--- src/rtl/div_unit_pkg.sv ---
// Shared types and constants for the iterative 32-bit divider.
package div_unit_pkg;

  localparam int DIV_W    = 32;
  localparam int DIV_ITER = 32;
  localparam int CNT_W    = $clog2(DIV_ITER);
  localparam int PR_W     = 2 * DIV_W + 1;

  typedef enum logic [1:0] {
    ST_IDLE,
    ST_BUSY,
    ST_DONE
  } div_state_e;

  typedef struct packed {
    logic [DIV_W-1:0] hi;  // remainder
    logic [DIV_W-1:0] lo;  // quotient
  } div_result_t;

  function automatic logic [DIV_W-1:0] cond_neg(input logic [DIV_W-1:0] v, input logic neg);
    return neg ? (~v + 1'b1) : v;
  endfunction

endpackage

--- src/rtl/div_unit_step.sv ---
// One combinational restoring shift-subtract step on the {remainder, quotient} register.
module div_unit_step
  import div_unit_pkg::*;
(
  input  logic [PR_W-1:0]  pr_i,
  input  logic [DIV_W-1:0] divisor_i,
  output logic [PR_W-1:0]  pr_o,
  output logic             q_bit_o
);

  logic [DIV_W:0]   upper;
  logic [DIV_W+1:0] diff;
  logic             unused_msb;

  // The top bit is always zero after a step; the shift moves bit 63 into the trial remainder.
  assign unused_msb = pr_i[PR_W-1];

  always_comb begin
    upper   = pr_i[PR_W-2:DIV_W-1];
    diff    = {1'b0, upper} - {2'b00, divisor_i};
    q_bit_o = ~diff[DIV_W+1];
    pr_o    = {(q_bit_o ? diff[DIV_W:0] : upper), pr_i[DIV_W-2:0], q_bit_o};
  end

endmodule

--- src/rtl/div_unit.sv ---
// Multi-cycle DIV/DIVU unit: IDLE -> 32 BUSY iterations -> DONE held while the pipe is stalled.
// Build option DIV_ZERO_FAST_EN: a zero divisor skips the iteration and finishes next cycle.
module div_unit
  import div_unit_pkg::*;
(
  input  logic                 clk,
  input  logic                 rst,
  input  logic                 div_start,
  input  logic                 div_signed,
  input  logic [DIV_W-1:0]     opdata1,
  input  logic [DIV_W-1:0]     opdata2,
  input  logic                 annul,
  input  logic                 pipe_stall,
  output logic                 div_stall,
  output logic [2*DIV_W-1:0]   result,
  output logic                 result_valid
);

  div_state_e       state_q, state_d;
  logic [CNT_W-1:0] cnt_q, cnt_d;
  logic [PR_W-1:0]  pr_q, pr_d;
  logic [DIV_W-1:0] divisor_q, divisor_d;
  logic             neg_q_q, neg_q_d;
  logic             neg_r_q, neg_r_d;
  div_result_t      result_q, result_d;

  logic [PR_W-1:0]  step_pr;
  logic             step_q_bit;
  logic             neg_a, neg_b;

  div_unit_step u_step (
    .pr_i      (pr_q),
    .divisor_i (divisor_q),
    .pr_o      (step_pr),
    .q_bit_o   (step_q_bit)
  );

  assign neg_a = div_signed & opdata1[DIV_W-1];
  assign neg_b = div_signed & opdata2[DIV_W-1];

  always_comb begin
    state_d   = state_q;
    cnt_d     = cnt_q;
    pr_d      = pr_q;
    divisor_d = divisor_q;
    neg_q_d   = neg_q_q;
    neg_r_d   = neg_r_q;
    result_d  = result_q;

    if (annul) begin
      state_d = ST_IDLE;
      cnt_d   = '0;
    end else begin
      unique case (state_q)
        ST_IDLE: begin
          if (div_start) begin
            pr_d      = {{(DIV_W+1){1'b0}}, cond_neg(opdata1, neg_a)};
            divisor_d = cond_neg(opdata2, neg_b);
            neg_q_d   = neg_a ^ neg_b;
            neg_r_d   = neg_a;
            cnt_d     = '0;
            state_d   = ST_BUSY;
`ifdef DIV_ZERO_FAST_EN
            if (opdata2 == '0) begin
              state_d     = ST_DONE;
              result_d.hi = opdata1;
              result_d.lo = '1;
            end
`endif
          end
        end
        ST_BUSY: begin
          pr_d  = step_pr;
          cnt_d = cnt_q + 1'b1;
          if (cnt_q == CNT_W'(DIV_ITER - 1)) begin
            // Sign fix-up lands in the result register together with the last step.
            state_d     = ST_DONE;
            result_d.lo = cond_neg(step_pr[DIV_W-1:0], neg_q_q);
            result_d.hi = cond_neg(step_pr[2*DIV_W-1:DIV_W], neg_r_q);
          end
        end
        ST_DONE: begin
          if (!pipe_stall) state_d = ST_IDLE;
        end
        default: state_d = ST_IDLE;
      endcase
    end
  end

  always_ff @(posedge clk) begin
    if (rst) begin
      state_q   <= ST_IDLE;
      cnt_q     <= '0;
      pr_q      <= '0;
      divisor_q <= '0;
      neg_q_q   <= 1'b0;
      neg_r_q   <= 1'b0;
      result_q  <= '0;
    end else begin
      state_q   <= state_d;
      cnt_q     <= cnt_d;
      pr_q      <= pr_d;
      divisor_q <= divisor_d;
      neg_q_q   <= neg_q_d;
      neg_r_q   <= neg_r_d;
      result_q  <= result_d;
    end
  end

  // The quotient bit is already folded into step_pr; it is kept on the step port for clarity.
  logic unused_qbit;
  assign unused_qbit = step_q_bit;

  assign div_stall    = div_start & (state_q != ST_DONE) & ~annul & ~rst;
  assign result       = result_q;
  assign result_valid = (state_q == ST_DONE);

endmodule

--- config.mk ---
export PLATFORM = sky130hd
export DESIGN_NAME = div_unit
export DESIGN_NICKNAME = d
export VERILOG_FILES = /design/src/rtl/div_unit_pkg.sv /design/src/rtl/div_unit_step.sv /design/src/rtl/div_unit.sv
export SDC_FILE = /design/constraint.sdc
export NUM_CORES = 1
export LEC_CHECK = 0
export ABC_AREA = 1
export CAP_MARGIN = 20
export CORE_MARGIN = 1.5
export CORE_UTILIZATION = 63
export CTS_CLUSTER_SIZE = 12
export DETAILED_ROUTE_END_ITERATION = 12
export GPL_TIMING_DRIVEN = 1
export PLACE_DENSITY = 0.94
export SLEW_MARGIN = 20
export SYNTH_ARGS = -nofsm -noshare
export SYNTH_HDL_FRONTEND = slang
export SYNTH_SLANG_ARGS = --single-unit
--- constraint.sdc ---
create_clock -name clk -period 7.5 [get_ports clk]
set_input_delay 1.875 -clock clk [delete_from_list [all_inputs] [get_ports clk]]
set_output_delay 1.875 -clock clk [all_outputs]
set_load 0.005 [all_outputs]
Word level (Yosys, flattened, before mapping)
Cells that the tools add are included.
Widths: inputs -> output; s select.
{"block": "totals", "ff_bits": 169, "ram_bits": 0, "output_inout_bits": 66, "latch_bits": 0, "mem_bits_ro": 0, "mem_count": 0}
{"block": "classes", "n_shift": 0, "n_lt_le_gt_ge": 0, "n_addsub": 6, "n_reduce_logical": 8, "n_bitwise": 13, "div": 0, "eq_ne": 7, "mux": 13, "multipliers": 0}
{"op": "$mux 32", "n": 5}
{"op": "$add 32x1->32 const B", "n": 4}
{"op": "$not 32->32", "n": 4}
{"op": "$pmux 64 s2", "n": 1}
{"op": "$mux 64", "n": 1}
{"op": "$sub 33x32->34", "n": 1}
{"op": "$reduce_and 3->1", "n": 4}
{"op": "$pmux 5 s2", "n": 1}
{"op": "$ne 2x2->1 const B", "n": 4}
{"op": "$mux 2", "n": 3}
{"op": "$pmux 2 s3", "n": 1}
{"op": "$add 5x1->5 const B", "n": 1}
{"op": "$and 1x1->1", "n": 5}
{"op": "$eq 5x5->1 const B", "n": 1}
{"op": "$mux 5", "n": 1}
{"op": "$not 1->1", "n": 3}
{"op": "$eq 2x1->1 const B", "n": 1}
{"op": "$eq 2x2->1 const B", "n": 1}
{"op": "$logic_not 2->1", "n": 1}
{"op": "$reduce_and 2->1", "n": 1}
{"op": "$reduce_bool 2->1", "n": 1}
{"op": "$reduce_or 2->1", "n": 1}
{"op": "$xor 1x1->1", "n": 1}

Depth between registers and ports, before layout
{"block": "logic_depth", "depth_word": 5, "mapped_depth": 29}

Cells and area by module
A second synthesis with hierarchy kept.
{"block": "unflattened", "hier_cells": 2290, "area_unflattened_um2": 13514.2}
{"module": "div_unit", "cells_per_inst": 1595, "area_each_um2": 10040.9, "seq_area_each_um2": 3403.3, "instances": 1}
{"module": "div_unit_step", "cells_per_inst": 695, "area_each_um2": 3473.3, "seq_area_each_um2": 0.0, "instances": 1}

Least setup slack after synthesis
Ideal clock, no wire load.
{"block": "synth_path", "path_type": "input to output", "from": "input port rst", "to": "output port div_stall", "n_path_buf": 1, "arrival_ns": 2.334, "slack_ns": 3.291, "path_stages": 4, "t_required_ns": 5.625, "path_cell_list": "clkbuf_1 nor2_1 nand2_1 nor2_1"}
{"block": "synth_via", "elab_chain_len": 2}
{"item": "from (decl)", "line": "div_unit.sv:7", "text": "input logic rst,"}
{"item": "$not 1->1", "line": "div_unit.sv:114", "text": "assign div_stall = div_start & (state_q != ST_DONE) & ~annul & ~rst;"}
{"item": "$and 1x1->1", "line": "div_unit.sv:114"}
{"item": "to (decl)", "line": "div_unit.sv:14", "text": "output logic div_stall,"}
Every way passes these cells.

Worst setup path in the final report
{"block": "layout_path", "from": "input port annul", "to": "output port div_stall"}
{"block": "layout_via", "elab_chain_len": 3}
{"item": "from (decl)", "line": "div_unit.sv:12", "text": "input logic annul,"}
{"item": "$not 1->1 (no line)"}
{"item": "$and 1x1->1 (2 in a row)", "line": "div_unit.sv:114"}
Every way passes these cells.

==> results.toml <==
[critical_path]
crit_required_ns = 5.62
path_cells = "clkdlybuf4s50_1 > nor2_1 > nand2_1 > nor2_1 > clkdlybuf4s50_1"
reg2reg_from = "divisor_q[28]"
critPathCaptureType = "output port"
cp_slowest_cell = "clkdlybuf4s50_1"
start_kind = "input port"
rrSetupSlack_ns = 2.70
worstPathArrival_ns = 3.36
ff2ff_path_depth = 24
slowest_delay_ns = 0.54
crit_type = "in -> out"
timing.rr.end = "result[30]"
path_max_fanout = 5

[global_route]
antenna_found_initial = 0
grt_pass1_vias = 12550
grt_use_total_pct = 37.5
grt_pass1_wl_um = 61100
globalRouteOverflowTotal = 0
grt_max_degree = 117

[pwr]
power_leakage_nw = 6.86
p_seq_share_pct = 39.4
power_frac_comb_pct = 22.9
ir_drop_uv = 185
p_int_w = 0.00159
sw_frac_of_total_pct = 34.1
p_switching_w = 0.000820
pwr-share-clk_pct = 37.7
p_per_area_nw_per_um2 = 167

[sta]
setup_tns_ns = 0
period_minus_slack_ns = 5.24
hold_violations = 0
period_share_pct = 69.8
fin_skew_ns = 0.0145
tightest_slew_ns = 1.08
slew_viol_final = 0
fmax_mhz = 191
maxSlewHeadroom_pct = 28.1
setup_viol = 0
rsz0062_at_grt = "false"

[detailed_routing]
post_drt_wl_per_cell_um = 15.9
initialDrtViolationCount = 1503
drtPass1Iterations = 6
dr_total_vias = 13618
drc = 0
drt-total-wl_um = 38300
drtAntennaViolNets = 0
routed_via_density = 5.67

[yosys]
ys_seq_area_share_pct = 27.2
syn_avg_cell_area_um2 = 6.11
ys_async_sr_fraction_pct = 0
synth-main-ff-cell = "dfxtp_1"
netlist_area_um2 = 12400
synth_seq_cells = 169
yosys.cell_types.count = 51
synth_nets = 2146
yosys_warnings = 0
synth_edf_count = 0
syn_inst = 2037

[cts]
htreeDepth = 4
clock_latency_ns = 0.45
cts_buffers = 17
clkTransAtPathRegs_ns = 0.07
cts_hold_buf = 0
cts.sinks = 169
ctsResizeCount = 0
root_buffer = "clkbuf_16"
cts.path.max_buffers = 2
post_cts_buffers = 0
cts_tree = "built"

[placed_design]
detailed_place_hpwl_um = 28700
portBuffers = 135
numPlacedInstances = 2369
globalplace.congestion = 1.02

[cells_and_area]
fin_nets = 2232
syn_to_final_growth_pct = 16.1
fillCellCount = 1617
diodes = 0
seqCellArea_um2 = 3380
multi_input_area_um2 = 7600
drive_gt1_share_pct = 5.57
fin_cells = 2401
fin_util_pct = 74.5

[job]
maxCapViolations = 0

[floorplanning]
num_rows = 51
io-pin-count = 136
core_um2 = 19400
die_h_um = 144
die_w_um = 144
start_util_pct = 64.1
dieArea_um2 = 20600

[worst_hold_path]
hold_depth = 2
hp-class = "reg -> reg"
min-delay-start = "cnt_q[3]"
worstHoldEndpoint = "cnt_q[3]"

[run_status]
status = "complete, no violations"
-- power by group through the flow --
stage | Combinational (W) | Clock [W] | Sequential, W
after floorplan | 0.000382 | 0 | 0.000958
after global placement | 0.000522 | 0 | 0.000966
after detailed placement | 0.000533 | 0 | 0.000968
after CTS | 0.000538 | 0.000900 | 0.000947
after global routing | 0.000611 | 0.000939 | 0.000951
final | 0.000551 | 0.000907 | 0.000949
-- kinds of logic after synthesis --
group                    Yosys count  synth area share [%]
XOR/XNOR                          83                  5.84
flip-flops                       169                  27.2
AO/OA/AOI/OAI                    398                  17.9
AND/OR/NAND/NOR                  977                  33.3
buffers and inverters            371                  11.8
adder cells (fa/ha/maj)           39                  3.98
-- metrics by stage --
step / total power [W] / setup slack (ns) / area [um^2] / hold WS [ns]
global placement: 0.00149 / 2.35 / 13800 / 0.452
finish: 0.00241 / 2.26 / 14400 / 0.468
CTS: 0.00239 / 2.28 / 14400 / 0.471
global route: 0.00250 / 2.21 / 14400 / 0.495
detailed placement: 0.00150 / 2.27 / 13800 / 0.461
floorplan: 0.00134 / 3.29 / 12400 / 0.444
-- worst max-delay path by stage --
| stage | start | endpoint | slack [ns] |
|---|---|---|---|
| after global placement | annul | div_stall | 2.35 |
| after global routing | annul | div_stall | 2.21 |
| after CTS | annul | div_stall | 2.28 |
| after detailed placement | annul | div_stall | 2.27 |
| after floorplan | rst | div_stall | 3.29 |
| final | annul | div_stall | 2.26 |
-- cell usage after synthesis, types with 4 or more instances --
library cell | n | share of area [%]
inv_2 | 7 | 0.21
nand3_1 | 101 | 4.1
nand2_1 | 541 | 16
clkbuf_1 | 62 | 1.9
o211ai_1 | 28 | 1.7
dfxtp_1 | 169 | 27
nor2_2 | 13 | 0.65
nor2_1 | 216 | 6.5
nand3b_1 | 5 | 0.30
a21o_1 | 4 | 0.24
nand4_1 | 19 | 0.96
nand3_2 | 5 | 0.40
a21oi_1 | 180 | 7.2
nor2_4 | 4 | 0.36
nand2_2 | 20 | 1.0
o21ai_2 | 9 | 0.63
or2_2 | 8 | 0.40
nor3_1 | 25 | 1.0
o31ai_1 | 7 | 0.42
ha_1 | 38 | 3.8
inv_1 | 286 | 8.6
o221ai_1 | 12 | 0.84
buf_2 | 7 | 0.28
nor4_1 | 10 | 0.50
xor2_1 | 57 | 4.0
a31oi_1 | 5 | 0.25
o21ai_0 | 129 | 5.2
o21ai_1 | 9 | 0.36
xnor2_1 | 26 | 1.8
-- flip-flops by register name, indices dropped and copies added, names as in the netlist --
register   count
cnt_q          5
result        64
divisor_q     32
state_q        2
pr_q          64
neg_q_q        1
neg_r_q        1
-- critical path, delay by kind of cell --
| kind | cells | cell delay, ns |
|---|---|---|
| buffers and inverters | 2 | 1.07 |
| AND/OR/NAND/NOR | 3 | 0.41 |
-- cell usage in the layout (no fill, tap or decap), drive strengths merged, types with 26 or more instances in the layout --
cell type	synthesis	routed
clkdlybuf4s50	0	134
nor3	26	26
ha	38	38
nand3	107	107
xnor2	26	26
dfxtp	169	169
nor2	233	233
o21ai	147	147
inv	293	299
nand2	565	565
xor2	57	57
a21oi	182	182
o211ai	28	28
-- per-layer routing --
layer,vias up,GRT usage (%),share of wire [%]
met3,124,6.06,9.2
met2,689,60.9,45
met5,-,0,0
li1,6705,-,-
met1,6100,49.3,41
met4,0,15.8,4.1
-- area by class of cell --
| cell class | count | share of cell area (%) |
|---|---|---|
| clock inverters | 15 | 1.26 |
| multi-input cells | 1497 | 52.6 |
| repair buffers | 145 | 9.84 |
| inverters | 293 | 7.61 |
| flip-flops and latches | 169 | 23.4 |
| well taps | 265 | 2.29 |
| clock buffers | 17 | 2.94 |
Note: power is estimated with default switching activity, not from simulation.
